`src/rtl/burst_clock_divider.sv`:
```
// burst_clock_divider
//   Runtime-programmable divided-clock generator. Produces clock_out with
//   hp cycles high and hp cycles low per period. In burst mode it runs
//   pulse_count periods and stops. With pulse_count == 0 it runs until a
//   stop request arrives. The generator never truncates a period.
//
// Ports
//   clock        system clock, all logic on the rising edge
//   reset        synchronous, active-high reset
//   start        begin a run (accepted only while idle)
//   stop         graceful stop request (latched only while busy)
//   half_period  cycles per half period, 0 treated as 1 (latched at start)
//   pulse_count  periods per burst, 0 = continuous (latched at start)
//   clock_out    divided clock (registered)
//   rise_strobe  high in the first high cycle of each period
//   fall_strobe  high in the first low cycle of each period
//   busy         run in progress
//   done         one-cycle pulse after the final low phase
//   pulses_done  completed periods in the current or last run
//   state_dbg    current FSM state (0 idle, 1 high, 2 low)
//
// Handshake: start behaves like 'valid' and the idle state behaves like
// 'ready'. A start is taken at any edge where the FSM is idle and start is
// high. That edge is the only point where half_period and pulse_count are
// sampled. busy is high from the next cycle until done is pulsed, and done
// coincides with the first idle cycle. A start held high during done is
// therefore accepted at once.
module burst_clock_divider #(
    parameter int CNT_W   = 8,
    parameter int PULSE_W = 8
) (
    input  logic               clock,
    input  logic               reset,
    input  logic               start,
    input  logic               stop,
    input  logic [CNT_W-1:0]   half_period,
    input  logic [PULSE_W-1:0] pulse_count,
    output logic               clock_out,
    output logic               rise_strobe,
    output logic               fall_strobe,
    output logic               busy,
    output logic               done,
    output logic [PULSE_W-1:0] pulses_done,
    output logic [1:0]         state_dbg
);

    typedef enum logic [1:0] {
        S_IDLE = 2'd0,
        S_HIGH = 2'd1,
        S_LOW  = 2'd2
    } state_t;

    state_t             state_q, state_d;
    logic [CNT_W-1:0]   phase_q, phase_d;
    logic [CNT_W-1:0]   hp_q, hp_d;
    logic [PULSE_W-1:0] n_q, n_d;
    logic               stop_pending_q, stop_pending_d;
    logic               clock_out_d, rise_d, fall_d, busy_d, done_d;
    logic [PULSE_W-1:0] pulses_d;
    logic [PULSE_W-1:0] pd_inc;
    logic               phase_end;
    logic               period_last;

    assign phase_end = (phase_q == hp_q);
    assign pd_inc    = pulses_done + PULSE_W'(1);
    // The period that is completing now is the final one. This holds when the
    // burst count is reached or when a stop was latched during the run.
    assign period_last = phase_end &&
                         (((n_q != '0) && (pd_inc == n_q)) || stop_pending_q);
    assign state_dbg = state_q;

    // State register
    always_ff @(posedge clock) begin
        if (reset) begin
            state_q <= S_IDLE;
        end else begin
            state_q <= state_d;
        end
    end

    // Next-state logic
    always_comb begin
        state_d = state_q;
        case (state_q)
            S_IDLE: if (start) state_d = S_HIGH;
            S_HIGH: if (phase_end) state_d = S_LOW;
            S_LOW:  if (phase_end) state_d = period_last ? S_IDLE : S_HIGH;
            default: state_d = S_IDLE;
        endcase
    end

    // Output / datapath next values (registered below)
    always_comb begin
        clock_out_d    = clock_out;
        rise_d         = 1'b0;
        fall_d         = 1'b0;
        busy_d         = busy;
        done_d         = 1'b0;
        pulses_d       = pulses_done;
        phase_d        = phase_q;
        hp_d           = hp_q;
        n_d            = n_q;
        stop_pending_d = stop_pending_q;
        case (state_q)
            S_IDLE: begin
                clock_out_d    = 1'b0;
                busy_d         = 1'b0;
                stop_pending_d = 1'b0;
                if (start) begin
                    hp_d        = (half_period == '0) ? CNT_W'(1) : half_period;
                    n_d         = pulse_count;
                    pulses_d    = '0;
                    clock_out_d = 1'b1;
                    rise_d      = 1'b1;
                    busy_d      = 1'b1;
                    phase_d     = CNT_W'(1);
                end
            end
            S_HIGH: begin
                if (stop) stop_pending_d = 1'b1;
                if (phase_end) begin
                    clock_out_d = 1'b0;
                    fall_d      = 1'b1;
                    phase_d     = CNT_W'(1);
                end else begin
                    phase_d = phase_q + CNT_W'(1);
                end
            end
            S_LOW: begin
                if (stop) stop_pending_d = 1'b1;
                if (phase_end) begin
                    pulses_d = pd_inc;
                    if (period_last) begin
                        done_d         = 1'b1;
                        busy_d         = 1'b0;
                        stop_pending_d = 1'b0;
                    end else begin
                        clock_out_d = 1'b1;
                        rise_d      = 1'b1;
                        phase_d     = CNT_W'(1);
                    end
                end else begin
                    phase_d = phase_q + CNT_W'(1);
                end
            end
            default: begin
                clock_out_d = 1'b0;
                busy_d      = 1'b0;
            end
        endcase
    end

    always_ff @(posedge clock) begin
        if (reset) begin
            clock_out      <= 1'b0;
            rise_strobe    <= 1'b0;
            fall_strobe    <= 1'b0;
            busy           <= 1'b0;
            done           <= 1'b0;
            pulses_done    <= '0;
            phase_q        <= '0;
            hp_q           <= '0;
            n_q            <= '0;
            stop_pending_q <= 1'b0;
        end else begin
            clock_out      <= clock_out_d;
            rise_strobe    <= rise_d;
            fall_strobe    <= fall_d;
            busy           <= busy_d;
            done           <= done_d;
            pulses_done    <= pulses_d;
            phase_q        <= phase_d;
            hp_q           <= hp_d;
            n_q            <= n_d;
            stop_pending_q <= stop_pending_d;
        end
    end

endmodule

```
`config.mk`:
```
export PLATFORM = sky130hd
export DESIGN_NAME = burst_clock_divider
export DESIGN_NICKNAME = d
export VERILOG_FILES = /design/src/rtl/burst_clock_divider.sv
export SDC_FILE = /design/constraint.sdc
export NUM_CORES = 1
export LEC_CHECK = 0
export BUFFER_PORTS_ARGS = -buffer_cell sky130_fd_sc_hd__buf_2
export CAP_MARGIN = 20
export CORE_MARGIN = 1
export CORE_UTILIZATION = 56
export DETAILED_ROUTE_END_ITERATION = 10
export PLACE_DENSITY_LB_ADDON = 0.2
export SLEW_MARGIN = 20
export SYNTH_ARGS = -nofsm -noshare
export SYNTH_HDL_FRONTEND = slang
export SYNTH_SLANG_ARGS = --single-unit
```
`constraint.sdc`:
```
create_clock -name clock -period 2.6 [get_ports clock]
set_input_delay 0.52 -clock clock [delete_from_list [all_inputs] [get_ports clock]]
set_output_delay 0.52 -clock clock [all_outputs]
set_load 0.02 [all_outputs]
```
# == Yosys cells after proc, flatten, opt, wreduce, memory -nomap -nowiden ==
# Index checks and enable logic that the tools add are counted.
# op_classes
reduce_logical,16
muxes,31
bitwise,3
addsub,2
n_eq_ne,10
# ops
operator,n
2-to-1 mux 8 bit,7
case mux 8 bit (3 select lines),1
"adder 8 x 1 -> 8 bit, second input constant",2
== test 8 bit,2
case mux 8 bit (2 select lines),1
AND reduction 3 bit,5
2-to-1 mux 1 bit,14
"inequality test 2 bit, second input constant",5
case mux 1 bit (3 select lines),3
zero test 8 bit,1
nonzero test 8 bit,1
2-to-1 mux 2 bit,3
case mux 2 bit (3 select lines),1
"inequality test 3 bit, second input constant",1
NOT 1 bit,3
nonzero test 3 bit,1
OR reduction 3 bit,1
"== test 2 x 1 -> 1 bit, second input constant",1
"== test 2 bit, second input constant",1
logical AND 1 bit,2
zero test 2 bit,1
case mux 1 bit (2 select lines),1
AND reduction 2 bit,1
nonzero test 2 bit,1
2 further kinds,2
# word_totals
input_bits,20
word_cells,73
out_inout_bits,15
regBits,40

# == Logic depth before layout (Yosys ltp) ==
# depth
ltp_word,8
ltp_mapped,10
depth_no_buf,8

# == Worst setup path before layout ==
# No wires, ideal clock.
# synth_timing
path_kind,flip-flop to flip-flop
from,"register state_q[0], in the netlist state_dbg[0]"
to,register phase_q[6]
path_stages_with_launch,10
period_less_slack_ps,2189
setup_time_ps,59
path_slack_ps,411
arrival_ps,2130
n_path_buf,2
required_ps,2541
path_cell_list,dfxtp_1 inv_1 ha_1 nand2b_1 buf_2 nand2b_1 clkbuf_1 or4_1 a211oi_1 a31o_1
# synth_between
elab_chain_cells,3
word_cells_on_any_way,8
cone_classes,eq/ne: 4; mux: 1; reduce/logical: 3
# synth_lines
item,line_no,source
"start, declared",53,"state_t state_q, state_d;"
"start signal, assigned",77,state_q <= state_d;
"== test 2 bit, or another cell as far along",104,case (state_q)
"inequality test 3 bit (no source line), or another cell as far along",-,
AND reduction 3 bit (no source line),-,
"end signal, assigned",172,phase_q <= phase_d;
"end, declared",54,"logic [CNT_W-1:0] phase_q, phase_d;"
# Parallel ways exist; a longest one is shown, timed or not.
# A chain may end at the register's enable or synchronous reset.

# == Final worst setup path ==
# Same ends and word-level chain as after synthesis.

==> reports/results.txt <==
Hold Fails Final Rpt -> 0
cell family with most CP delay -> simple AND/OR/NAND/NOR gates
met2 usage -> 40.7%
Root Driver -> clkbuf_8
GR Util met3 -> 6.25%
Initial Utilization -> 58.5%
GPL Wtd Cong -> 0.888
Post-Syn Instances -> 264
critical setup path kind -> flop to flop
Die Y -> 63.9 um
DRT iter0 DRCs -> 248
DP HPWL -> 3.49 mm
crit end category -> flop
CP cell instances -> inv_1 -> ha_1 -> nand2b_1 -> nand2b_1 -> or4_1 -> a211oi_1 -> a31o_1
Synth area leaders -> dfxtp_1, nand2_1, a21oi_1
Initial DRT Pass Iterations -> 4
Clk pin slew, worst setup/hold paths -> 80 ps
vias -> 2049
fin crit period -> 2310 ps
Hold Path Class -> flop to flop
number of synthesized flops with an enable pin -> 0
Layout area overhead -> 14.2%
relative slew slack -> 63.6%
first-pass GRT wire length -> 8.22 mm
RSZ-0062 raised after global routing -> false
post-synth top area share -> 37.4%
setup tns final -> 0 ps
H-tree depth -> 2
Max IR drop VDD -> 0.460 mV
Skew-Pair Late Insertion Delay -> 290 ps
Congestion Overflow GR -> 0
asr flop ratio synth -> 0%
final net count -> 324
core box area -> 3660 um^2
# DRC -> 0
reg2reg path depth -> 7
Pleak -> 1.01 nW
setup bufs post-CTS -> 0
CP Data Arrival Time -> 2540 ps
synth unique cells -> 42
gr usage total -> 25.5%
yosys warns -> 0
routed vias/inst -> 5.92
input/output buffers -> 34
power density cells -> 757 nW/um^2
diode count -> 0
row cnt -> 22
WP buf/inv -> 1
Critical Path Max Stage Delay -> 540 ps
Ports -> 35
top cells by count, synth -> nand2_1, dfxtp_1, a21oi_1
busiest grt layer -> met2
Mean Syn Cell Area -> 8.12 um^2
Post-Syn Nets -> 291
Worst Tran Pin Value -> 546 ps
Final ANT Viol Nets -> 0
WL final -> 4.86 mm
Die Span X -> 63.9 um
number of global-route vias before repair -> 1813
run status -> finished, final reports clean
post-cts sizing count -> 0
Worst Skew -> 6.63 ps
Num CTS Buffers -> 5
fin. max-slew vios -> 0
largest area contributor in the netlist -> dfxtp_1
WL/cell -> 14.0 um
number of max-cap violations -> 0
crit path launch type -> flop
fmax -> 434 MHz
initial antenna violation count -> 0
Slowest-stage cell, CP -> or4_1
critical path required time -> 2840 ps
register area share after synthesis -> 37.4%
most common cell in the netlist -> nand2_1
clock tree sinks -> 40
Most common cell on crit path -> nand2b_1
CTS tree -> yes
Worst path depth -> 7
Final Cycle Share -> 88.7%
Final Core Density -> 66.9%
worst hold stages -> 2
cts hold-fix bufs -> 0
met1 Track Usage GR -> 34.2%
proportion of layout cells with a drive suffix above 1 -> 18.1%
endpoints failing setup -> 0
dominant synthesized flop cell -> dfxtp_1
synthesized area -> 2140 um^2
critical path peak fanout -> 8
die area -> 4080 um^2
FF+latch count, synth -> 40
largest net degree at the start of global routing -> 37
clock tree buffer depth -> 2
power by group:
group          internal, mW  switching, mW  leakage (nW)
sequential            0.688         0.0694         0.326
clock                 0.216          0.217        0.0445
combinational         0.245          0.419         0.641
total                  1.15          0.705          1.01
placed cells by master, fill, tap and decap left out, drive strengths merged, types with 3 or more instances in the layout:
cell type	netlist	layout
a211oi	6	6
a21oi	28	28
a31o	6	6
buf	5	38
clkbuf	7	7
dfxtp	40	40
ha	7	7
inv	6	6
nand2	44	44
nand2b	3	3
nand3	8	8
nand4	3	3
nor2	22	22
nor3	13	13
nor4	3	3
o21ai	12	12
or4	6	6
xnor2	5	5
xor2	13	13
state kept, by name, summed over array words and instances, names as in the netlist:
name,cells
n_q,8
stop_pending_q,1
hp_q,8
clock_out,1
pulses_done,8
busy,1
phase_q,8
done,1
fall_strobe,1
rise_strobe,1
state_dbg,2
logic make-up (layout without fill, tap and decap cells):
| group | after synthesis | after routing | share of synthesized area [%] |
|---|---|---|---|
| AO/OA/AOI/OAI | 67 | 67 | 21.2 |
| adder cells (fa/ha/maj) | 7 | 7 | 4.09 |
| AND/OR/NAND/NOR | 112 | 112 | 25.0 |
| XOR/XNOR | 19 | 19 | 8.41 |
| flip-flops | 40 | 40 | 37.4 |
| multiplexers | 1 | 1 | 0.525 |
| buffers and inverters | 18 | 52 | 3.33 |
worst paths after layout:
kind	startpoint	to	slack (ps)
worst max-delay path	state_dbg[0]	phase_q[6]	290
worst min-delay path	hp_q[1]	hp_q[1]	470
worst max register to register	state_dbg[0]	phase_q[6]	290
worst min register to register	hp_q[1]	hp_q[1]	470
routing by layer:
layer	part of all wire (%)	wire, um	up-vias
met2	45	2210	76
met3	6.4	312	6
met5	0	0	-
li1	-	-	1010
met1	47	2300	957
met4	0.74	36	0
cell type report:
cell class,instances,area (um^2)
Multi-Input combinational cell,206,1270
Fill cell,321,1210
Sequential cell,40,801
Timing Repair Buffer,38,200
Clock buffer,7,86.3
Tap cell,48,60.1
Inverter,6,22.5
Clock inverter,1,7.51
worst reg2reg max path, delay by kind of cell (launching register included):
family | cells | cell delay, ps
AOI/OAI and AO/OA | 2 | 390
DFF | 1 | 450
and+or+nand+nor | 3 | 1060
adders and majority gates | 1 | 270
buffers and inverters | 1 | 90
stage by stage:
stage | hold WS (ps) | std cells | power (mW) | setup slack, ps | area [um^2]
2_1_floorplan | 448 | 264 | 1.25 | 411 | 2140
3_3_place_gp | 457 | 338 | 1.41 | 434 | 2350
3_5_place_dp | 458 | 338 | 1.43 | 351 | 2350
4_1_cts | 465 | 346 | 1.86 | 310 | 2450
5_1_grt | 456 | 346 | 1.97 | 141 | 2450
6_report | 467 | 346 | 1.85 | 294 | 2450
No activity file was read; power rests on OpenSTA's default activity.
